--- src/rtl/enemy_spawn_scheduler.sv ---
// enemy_spawn_scheduler
// Game-flow controller for the racing display. Runs the IDLE/RUN/CRASH/OVER
// state machine, launches enemy cars into free sprite slots on a
// level-dependent interval, picks the lane, ramps difficulty and keeps score.
// Ports:
//   clk50mhz    system clock
//   reset       synchronous, active-high reset
//   start       level; starts a game from IDLE or OVER
//   tick        one-cycle game time-base strobe
//   collision   level; player/enemy overlap
//   slot_busy   bit i high while enemy slot i is on screen
//   spawn_en    one-hot one-cycle pulse loading slot i at the top of track
//   spawn_lane  0=left 1=center 2=right, valid with spawn_en
//   step_div    enemy movement divider for the current level
//   level       difficulty level
//   score       enemies passed this game
//   state       0=IDLE 1=RUN 2=CRASH 3=OVER
//   game_over   high while in OVER
module enemy_spawn_scheduler #(
  parameter int unsigned NUM_SLOTS     = 4,
  parameter int unsigned BASE_INTERVAL = 40,
  parameter int unsigned INTERVAL_STEP = 4,
  parameter int unsigned MIN_INTERVAL  = 8,
  parameter int unsigned BASE_DIV      = 16,
  parameter int unsigned LEVEL_SPAWNS  = 8,
  parameter int unsigned MAX_LEVEL     = 15,
  parameter int unsigned CRASH_TICKS   = 60,
  parameter logic [7:0]  LFSR_SEED     = 8'hA5
) (
  input  logic                 clk50mhz,
  input  logic                 reset,
  input  logic                 start,
  input  logic                 tick,
  input  logic                 collision,
  input  logic [NUM_SLOTS-1:0] slot_busy,
  output logic [NUM_SLOTS-1:0] spawn_en,
  output logic [1:0]           spawn_lane,
  output logic [4:0]           step_div,
  output logic [3:0]           level,
  output logic [15:0]          score,
  output logic [1:0]           state,
  output logic                 game_over
);

  localparam int unsigned PTR_W = (NUM_SLOTS > 1) ? $clog2(NUM_SLOTS) : 1;
  localparam int unsigned SUM_W = PTR_W + 1;
  localparam int unsigned CNT_W = 16;
  localparam int unsigned POP_W = 4;

  typedef enum logic [1:0] {
    ST_IDLE  = 2'd0,
    ST_RUN   = 2'd1,
    ST_CRASH = 2'd2,
    ST_OVER  = 2'd3
  } state_e;

  state_e               state_q;
  logic [NUM_SLOTS-1:0] spawn_en_q;
  logic [NUM_SLOTS-1:0] busy_prev_q;
  logic [1:0]           spawn_lane_q;
  logic [1:0]           last_lane_q;
  logic [4:0]           step_div_q;
  logic [3:0]           level_q;
  logic [15:0]          score_q;
  logic                 game_over_q;
  logic [CNT_W-1:0]     tick_cnt_q;
  logic [CNT_W-1:0]     crash_cnt_q;
  logic [CNT_W-1:0]     spawn_cnt_q;
  logic                 pending_q;
  logic [PTR_W-1:0]     rr_ptr_q;
  logic [7:0]           lfsr_q;

  logic [CNT_W-1:0]     level_prod_c;
  logic [CNT_W-1:0]     interval_c;
  logic [4:0]           step_div_c;
  logic                 expiry_c;
  logic [NUM_SLOTS-1:0] free_rot_c;
  logic                 found_c;
  logic [PTR_W-1:0]     offs_c;
  logic [SUM_W-1:0]     slot_sum_c;
  logic [PTR_W-1:0]     slot_c;
  logic [SUM_W-1:0]     rr_sum_c;
  logic [PTR_W-1:0]     rr_next_c;
  logic [NUM_SLOTS-1:0] spawn_vec_c;
  logic [1:0]           cand_c;
  logic [1:0]           lane_c;
  logic                 issue_c;
  logic [NUM_SLOTS-1:0] fall_c;
  logic [POP_W-1:0]     fall_cnt_c;
  logic [16:0]          score_sum_c;
  logic [15:0]          score_next_c;
  logic                 lfsr_fb_c;

  // Spawn interval for the current level, floored at MIN_INTERVAL without underflow.
  always_comb begin
    level_prod_c = CNT_W'(level_q) * CNT_W'(INTERVAL_STEP);
    if (32'(level_prod_c) + MIN_INTERVAL >= BASE_INTERVAL) begin
      interval_c = CNT_W'(MIN_INTERVAL);
    end else begin
      interval_c = CNT_W'(BASE_INTERVAL) - level_prod_c;
    end
  end

  // Enemy step divider for the current level, floored at 1.
  always_comb begin
    if (32'(level_q) + 32'd1 >= BASE_DIV) begin
      step_div_c = 5'd1;
    end else begin
      step_div_c = 5'(BASE_DIV - 32'(level_q));
    end
  end

  // >= so a shrunken interval after a level-up cannot strand the counter above it.
  assign expiry_c = (state_q == ST_RUN) && tick &&
                    (tick_cnt_q >= interval_c - CNT_W'(1));

  // Round-robin free-slot search: rotate the free mask so rr_ptr sits at bit 0.
  always_comb begin
    free_rot_c = NUM_SLOTS'(~{slot_busy, slot_busy} >> rr_ptr_q);
    found_c    = |free_rot_c;
    offs_c     = '0;
    for (int k = int'(NUM_SLOTS) - 1; k >= 0; k--) begin
      if (free_rot_c[k]) begin
        offs_c = PTR_W'(k);
      end
    end
    slot_sum_c = {1'b0, rr_ptr_q} + {1'b0, offs_c};
    if (slot_sum_c >= SUM_W'(NUM_SLOTS)) begin
      slot_sum_c = slot_sum_c - SUM_W'(NUM_SLOTS);
    end
    slot_c   = slot_sum_c[PTR_W-1:0];
    rr_sum_c = {1'b0, slot_c} + SUM_W'(1);
    if (rr_sum_c >= SUM_W'(NUM_SLOTS)) begin
      rr_sum_c = rr_sum_c - SUM_W'(NUM_SLOTS);
    end
    rr_next_c   = rr_sum_c[PTR_W-1:0];
    spawn_vec_c = NUM_SLOTS'(1) << slot_c;
  end

  // Lane pick: LFSR candidate (3 folds to center), bumped if it repeats the last lane.
  always_comb begin
    cand_c = (lfsr_q[1:0] == 2'd3) ? 2'd1 : lfsr_q[1:0];
    if (cand_c == last_lane_q) begin
      lane_c = (cand_c == 2'd2) ? 2'd0 : cand_c + 2'd1;
    end else begin
      lane_c = cand_c;
    end
  end

  // A pending or just-expired attempt issues into a free slot unless a crash wins.
  assign issue_c = (state_q == ST_RUN) && !collision &&
                   (pending_q || expiry_c) && found_c;

  // Score: count slots that left the screen this cycle, saturating.
  always_comb begin
    fall_c     = busy_prev_q & ~slot_busy;
    fall_cnt_c = '0;
    for (int k = 0; k < int'(NUM_SLOTS); k++) begin
      fall_cnt_c = fall_cnt_c + POP_W'(fall_c[k]);
    end
    score_sum_c  = {1'b0, score_q} + 17'(fall_cnt_c);
    score_next_c = score_sum_c[16] ? 16'hFFFF : score_sum_c[15:0];
  end

  assign lfsr_fb_c = lfsr_q[7] ^ lfsr_q[5] ^ lfsr_q[4] ^ lfsr_q[3];

  // Game FSM with all registered state and outputs.
  always_ff @(posedge clk50mhz) begin
    if (reset) begin
      state_q      <= ST_IDLE;
      spawn_en_q   <= '0;
      spawn_lane_q <= 2'd0;
      last_lane_q  <= 2'd1;
      level_q      <= 4'd0;
      score_q      <= 16'd0;
      step_div_q   <= 5'(BASE_DIV);
      game_over_q  <= 1'b0;
      tick_cnt_q   <= '0;
      crash_cnt_q  <= '0;
      spawn_cnt_q  <= '0;
      pending_q    <= 1'b0;
      rr_ptr_q     <= '0;
      lfsr_q       <= LFSR_SEED;
      busy_prev_q  <= '0;
    end else begin
      lfsr_q      <= {lfsr_q[6:0], lfsr_fb_c};
      busy_prev_q <= slot_busy;
      spawn_en_q  <= '0;
      step_div_q  <= step_div_c;
      case (state_q)
        ST_IDLE, ST_OVER: begin
          if (start) begin
            state_q     <= ST_RUN;
            game_over_q <= 1'b0;
            level_q     <= 4'd0;
            score_q     <= 16'd0;
            tick_cnt_q  <= '0;
            crash_cnt_q <= '0;
            spawn_cnt_q <= '0;
            pending_q   <= 1'b0;
            step_div_q  <= 5'(BASE_DIV);
          end
        end
        ST_RUN: begin
          score_q <= score_next_c;
          if (collision) begin
            state_q     <= ST_CRASH;
            pending_q   <= 1'b0;
            crash_cnt_q <= '0;
          end else begin
            if (tick) begin
              tick_cnt_q <= expiry_c ? '0 : tick_cnt_q + CNT_W'(1);
            end
            if (issue_c) begin
              spawn_en_q   <= spawn_vec_c;
              spawn_lane_q <= lane_c;
              last_lane_q  <= lane_c;
              rr_ptr_q     <= rr_next_c;
              pending_q    <= 1'b0;
              if (spawn_cnt_q >= CNT_W'(LEVEL_SPAWNS - 1)) begin
                spawn_cnt_q <= '0;
                if (level_q != 4'(MAX_LEVEL)) begin
                  level_q <= level_q + 4'd1;
                end
              end else begin
                spawn_cnt_q <= spawn_cnt_q + CNT_W'(1);
              end
            end else begin
              // A further expiry while already pending is simply absorbed.
              pending_q <= pending_q | expiry_c;
            end
          end
        end
        ST_CRASH: begin
          if (tick) begin
            if (crash_cnt_q >= CNT_W'(CRASH_TICKS - 1)) begin
              state_q     <= ST_OVER;
              game_over_q <= 1'b1;
            end else begin
              crash_cnt_q <= crash_cnt_q + CNT_W'(1);
            end
          end
        end
        default: state_q <= ST_IDLE;
      endcase
    end
  end

  assign spawn_en   = spawn_en_q;
  assign spawn_lane = spawn_lane_q;
  assign step_div   = step_div_q;
  assign level      = level_q;
  assign score      = score_q;
  assign state      = state_q;
  assign game_over  = game_over_q;

endmodule
--- config.mk ---
export PLATFORM = sky130hd
export DESIGN_NAME = enemy_spawn_scheduler
export DESIGN_NICKNAME = d
export VERILOG_FILES = /design/src/rtl/enemy_spawn_scheduler.sv
export SDC_FILE = /design/constraint.sdc
export NUM_CORES = 1
export LEC_CHECK = 0
export ABC_AREA = 0
export CAP_MARGIN = 5
export CORE_ASPECT_RATIO = 0.9
export CORE_MARGIN = 2
export CORE_UTILIZATION = 35
export CTS_CLUSTER_DIAMETER = 120
export DETAILED_ROUTE_END_ITERATION = 16
export DONT_BUFFER_PORTS = 1
export PLACE_DENSITY = 0.49
export SKIP_CTS_REPAIR_TIMING = 1
export SYNTH_ARGS = -nofsm -noshare
export SYNTH_HDL_FRONTEND = slang
export SYNTH_SLANG_ARGS = --single-unit
--- constraint.sdc ---
create_clock -name clk50mhz -period 4 [get_ports clk50mhz]
set_input_delay 0 -clock clk50mhz [delete_from_list [all_inputs] [get_ports clk50mhz]]
set_output_delay 0 -clock clk50mhz [all_outputs]
set_load 0.01 [all_outputs]
==> results of run 1 <==
## state kept, by name, summed over array words and instances (netlist names), 2 cells and up
register / count
score: 16
rr_ptr_q: 2
tick_cnt_q: 16
state: 2
spawn_en: 4
level: 4
spawn_cnt_q: 16
lfsr_q: 8
busy_prev_q: 4
crash_cnt_q: 16
step_div: 5
spawn_lane: 2
## worst paths after layout
path | to | from | cells past startpoint
hold / removal | spawn_cnt_q[2] | reset | 4
hold reg to reg | lfsr_q[7] | lfsr_q[6] | 1
setup reg to reg | spawn_cnt_q[14] | level[2] | 17
setup / recovery | spawn_cnt_q[14] | level[2] | 17
## power by group through the flow
stage               registers [mW]  logic [mW]  clock network (mW)
global route                  1.05       0.711                1.10
CTS                           1.04       0.606                1.06
finish                        1.04       0.640                1.02
detailed placement            1.06       0.605                   0
global placement              1.06       0.590                   0
floorplan                     1.06       0.465                   0
## critical path: cells and delay by family, from the launching register on
family                     cells  cell delay [ns]
buffers and inverters          3             0.29
AOI/OAI and AO/OA              6             1.49
and+or+nand+nor                5             0.75
adders and majority gates      3             0.83
DFF                            1             0.37
## placed cells by master, fill, tap and decap left out, drive strengths merged, types with 3 or more instances in the layout
| master | instances |
|---|---|
| o31ai | 3 |
| inv | 30 |
| clkbuf | 9 |
| xnor2 | 12 |
| a21oi | 48 |
| a31oi | 10 |
| a311oi | 3 |
| nor2b | 19 |
| nor3 | 9 |
| xor2 | 16 |
| a41oi | 4 |
| a211oi | 6 |
| nand3 | 27 |
| o211ai | 5 |
| o21ai | 38 |
| nand2 | 65 |
| o21a | 7 |
| nand3b | 3 |
| or2 | 4 |
| nor3b | 7 |
| and3 | 10 |
| ha | 29 |
| nor4 | 12 |
| nand4 | 14 |
| nand2b | 11 |
| nor2 | 67 |
| or3 | 5 |
| buf | 11 |
| fa | 3 |
| dlygate4sd3 | 8 |
| dfxtp | 98 |
| bufinv | 3 |
## cells by family (layout without fill, tap and decap cells)
logic type	after synthesis	in the layout	synth area share (%)
XOR/XNOR	28	28	4.853
buffers and inverters	52	63	3.986
adder cells (fa/ha/maj)	32	32	8.368
AND/OR/NAND/NOR	263	263	26.39
flip-flops	98	98	38.82
AO/OA/AOI/OAI	139	139	17.11
multiplexers	2	2	0.4704
## metal layers
metal | vias up | global-route usage, %
li1 | 2181 | -
met1 | 2030 | 22.23
met2 | 101 | 23.44
met3 | 15 | 4.227
met4 | 0 | 5.452
met5 | - | 0
## per-stage QoR
stage               instances  hold WS (ns)
floorplan                 614        0.1173
global placement          792       0.08237
detailed placement        792       0.08769
CTS                       808       -0.2967
global route              818       0.09622
finish                    818       0.02961
## final cells by class
type	count	area share [%]
Sequential cell	98	34.08
Timing Repair Buffer	19	3.173
Multi-Input combinational cell	464	50.64
Tap cell	193	4.195
Clock inverter	7	2.173
Clock buffer	9	3.912
Inverter	28	1.826
==> metrics, run 1 <==
Max-Cap Viols 0; final WL 12090 um; synth-to-layout area growth 13.91%; GP Congestion between 0.8 and 0.9; area taken by multi-input logic gates ~0.0029 mm2; Synth top cells by count dfxtp_1 (98), nor2_1 (67), nand2_1 (64); Pwr Total 2.708 mW; synth unique cells 62; Async SR Flop Fraction 0%; CP cell instances inv_1 -> ha_1 -> and3b_1 -> o21ai_1 -> nor3b_2 -> buf_4 -> nand2_1 -> ha_1 -> inv_1 -> ha_1 -> o21ai_0 -> nor2_1 -> o311ai_1 -> nand2_1 -> a31o_2 -> a21oi_2 -> o21a_1; final hold viol count 0; register bit total from synthesis slightly below 100; H-tree level count 3; Clock transition at path regs 0.07 ns; Initial Utilization between 30% and 40%; area fraction of the dominant cell type after synthesis 38.82%; Setup Viol. Count Final 0; Worst-Margin Slew 1.005 ns; pre-CTS WS 0.08626 ns; most used cell along the critical path ha_1; crit start category flip-flop; Detailed Routing Iterations Pass 1 5; Reg area slightly below 0.002 mm2; average cell area after synthesis 8.231 um2; clock group share of total power 37.8%; IO Count 43; clk_skew 0.005796 ns; detailed placement HPWL 8262 um; sequential area share after synthesis between 30% and 40%; DR WL/cell 14.77 um; Longest Clk Path Bufs 2; # fillers 1448; Primary FF master, synth dfxtp_1; Remaining Overflow, GRT 0; Finished Cell Area 0.005757 mm2; PwrDens 470.4 mW/mm2; final worst setup slack between 0.2 and 0.25 ns; first-pass GRT wire length 19620 um; die area 0.01542 mm2; Max Freq 265.0 MHz; unrepaired setup endpoints after global routing false; final period utilization a little over nine tenths; Synth Instances 614; layout cell share with drive strength beyond 1 7.040%; # rows 41; Via Count 4327; Nets 661; Metal-1 WL 5965 um; CTS tree yes; count of pins over their slew limit 0; post-layout util 40.96%; Routed Antenna Nets 0; clock period minus worst slack 3.773 ns; Inserted Clock Buffers 9; leading cell type by number of instances after synthesis dfxtp_1; Vias/cell 5.290; die height 118.0 um; number of remaining DRC errors 0; total core area 0.01406 mm2; initial antenna violation count 0; largest net degree at the start of global routing 61; IO buf count 0; Max VDD drop ~0.23 mV; Switch Pwr 892.5 uW; placed cell areas 0.005271 mm2; share of power burned in registers 38.5%; Total GRT Usage 15.87%; slowest CP cell dfxtp_1; die width around 130 um; CP endpoint kind flip-flop; DR top layer met4; top post-synthesis cells by area dfxtp_1 (39%), ha_1 (7.2%), nor2_1 (5.0%); max incr delay on CP 0.37 ns; met2 WL ~5300 um; slew margin rel. 32.88%; EDFF count, synth 0; WS Path Type flip-flop to flip-flop; TNS Setup 0 ns; Met3 Wirelength 616 um; Worst EP arrival 4.07 ns; clk sinks 98; number of global-route vias before repair 3887; switching share of power 32.96%; Cell Int Power around 1.8 mW; combinational fraction of design power 23.6%; # diodes 0; leak pwr 2.114 nW; run status complete, no violations; clock latency at the later pin of the worst-skew pair between 0.3 and 0.4 ns; Synth Cell Area 0.005054 mm2; HP Class input pin to flip-flop; Req. time, crit path 4.30 ns; r2r setup slk between 0.2 and 0.25 ns; Root Driver clkbuf_16; Synth area leader dfxtp_1; maximum fanout along the worst path 11; Initial DRC Count 305; Syn. warnings 0; Post-Syn Nets about 660
Note: power is estimated with default switching activity, not from simulation.
==> run 2, diff against run 1 <==
--- a/config.mk
+++ b/config.mk
@@ -14,6 +14,7 @@
 export DETAILED_ROUTE_END_ITERATION = 16
 export DONT_BUFFER_PORTS = 1
 export PLACE_DENSITY = 0.49
+export RECOVER_POWER = 100
 export SKIP_CTS_REPAIR_TIMING = 1
 export SYNTH_ARGS = -nofsm -noshare
 export SYNTH_HDL_FRONTEND = slang
==> run 2 against run 1 <==
Hold slack better by 0.019 ns. Die area unchanged. First-iteration DRC count down 4.9%. Combinational power down 0.9%. Total power down 0.27%. Largest cell class unchanged. Wire length up 0.26%. Clock skew about the same. Design area down 0.13%. Highest routed layer unchanged. Clock power about the same. Sequential cell count unchanged. Final cell count unchanged. Global-route usage unchanged.
==> metrics, run 2 (synthesized netlist as in run 1, its figures left out) <==
Pwr Total 2.700 mW; CTS tree yes; Initial Utilization between 30% and 40%; switching share of power 32.82%; clk sinks 98; IO Count 43; Root Driver clkbuf_16; Vias/cell 5.269; placed cell areas 0.005271 mm2; Hold Path Sink spawn_cnt_q[2]; maximum fanout along the worst path 11; total core area 0.01406 mm2; pre-CTS WS about 0.086 ns; number of remaining DRC errors 0; Max-Cap Viols 0; Max Freq 265.1 MHz; # fillers 1452; clock group share of total power 37.9%; die height 118.0 um; die width 130.7 um; placed cell count 792; most used cell along the critical path ha_1; slew margin rel. 32.92%; clk_skew 0.005469 ns; met1 Use GR 22.23%; area taken by multi-input logic gates a little under 0.003 mm2; Routed Antenna Nets 0; FF-to-FF End spawn_cnt_q[14]; GR Util met2 23.44%; r2r setup slk 0.23 ns; Nets 661; HP Start reset; DR WL/cell 14.81 um; die area around 0.015 mm2; CP cell instances inv_1 -> ha_1 -> and3b_1 -> o21ai_1 -> nor3b_2 -> buf_4 -> nand2_1 -> ha_1 -> inv_1 -> ha_1 -> o21ai_0 -> nor2_1 -> o311ai_1 -> nand2_1 -> a31o_2 -> a21oi_2 -> o21a_1; final worst setup slack between 0.2 and 0.25 ns; share of power burned in registers 38.6%; Min Hold Slack 0.04832 ns; Total GRT Usage roughly 16%; final WL 12120 um; synth-to-layout area growth 13.77%; post-layout util between 40% and 50%; Req. time, crit path about 4.3 ns; layout cell share with drive strength beyond 1 6.720%; # diodes 0; unrepaired setup endpoints after global routing false; first-pass GRT wire length slightly below 20000 um; Remaining Overflow, GRT 0; WS Path Type flip-flop to flip-flop; Longest Clk Path Bufs 2; Detailed Routing Iterations Pass 1 6; number of global-route vias before repair between 3000 and 4000; initial antenna violation count 0; # rows 41; count of pins over their slew limit 0; final hold viol count 0; commonest non-fill, non-tap cell in the layout dfxtp_1; run status complete, no violations; Most Crowded Layer GR met2; clock latency at the later pin of the worst-skew pair 0.35 ns; Setup Viol. Count Final 0; Hold Path Depth 4; Non-Filler Instances ~820; R2R cell count 17; Worst-Margin Slew 1.004 ns; Inserted Clock Buffers 9; Cell Int Power ~1.8 mW; IO buf count 0; CP endpoint kind flip-flop; Reg area 0.001962 mm2; largest net degree at the start of global routing 61; reg2reg start level[2]; Max VDD drop 0.2261 mV; max incr delay on CP 0.37 ns; HP Class input pin to flip-flop; leak pwr between 2 and 2.5 nW; detailed placement HPWL 8262 um; slowest CP cell o311ai_1; Initial DRC Count 290; Switch Pwr 886.2 uW; final period utilization 94.32%; Finished Cell Area 0.005749 mm2; PwrDens ~470 mW/mm2; clock period minus worst slack 3.773 ns; GP Congestion approximately 0.87; TNS Setup 0 ns; combinational fraction of design power between 20% and 30%; met3 Use GR 4.227%; most frequent cells in the layout dfxtp_1 (98), nor2_1 (67), nand2_1 (64), a21oi_1 (46), o21ai_0 (34); Worst EP arrival a little over 4 ns; Clock transition at path regs 0.07 ns; Via Count 4310; crit start category flip-flop; H-tree level count 3
-- run 2: cell count changes in the layout (fill, tap and decap cells not counted) --
cell,change
o21ai_0,+13
o21ai_1,-13
buf_4,-2
clkbuf_1,+2
-- run 2: worst max-delay path, delay by kind of cell, from the launching register on --
family | cells | cell delay (ns)
compound gates | 6 | 1.48
fa+ha+maj | 3 | 0.84
simple gates | 5 | 0.74
flops | 1 | 0.36
buf+inv | 3 | 0.29
-- run 2: power by group through the flow --
stage / logic (mW) / registers, mW / clock network [mW]
after floorplan: 0.465 / 1.06 / 0
after global placement: 0.590 / 1.06 / 0
after detailed placement: 0.605 / 1.06 / 0
after CTS: 0.606 / 1.04 / 1.06
after global routing: 0.708 / 1.05 / 1.10
final: 0.634 / 1.04 / 1.02
-- run 2: worst max path at each step --
stage	endpoint	cells after the start	startpoint	slack [ns]
6_report	spawn_cnt_q[14]	17	level[2]	0.23
5_1_grt	spawn_cnt_q[14]	15	level[2]	0.003
4_1_cts	spawn_cnt_q[9]	17	level[2]	0.07
3_5_place_dp	spawn_cnt_q[9]	17	level[1]	0.09
3_3_place_gp	spawn_cnt_q[9]	17	level[1]	0.23
2_1_floorplan	level[0]	18	level[2]	0.07
-- run 2: routing by layer --
| metal | routed length (um) | share of wire [%] |
|---|---|---|
| met1 | 6033 | 50 |
| met2 | 5283 | 44 |
| met3 | 563 | 4.6 |
| met4 | 235 | 1.9 |
| met5 | 0 | 0 |
-- run 2: cell type report --
type	instances	share of cell area (%)
Clock buffer	9	3.917
Clock inverter	7	2.176
Inverter	28	1.828
Tap cell	193	4.200
Multi-Input combinational cell	464	50.71
Sequential cell	98	34.12
Timing Repair Buffer	19	3.047
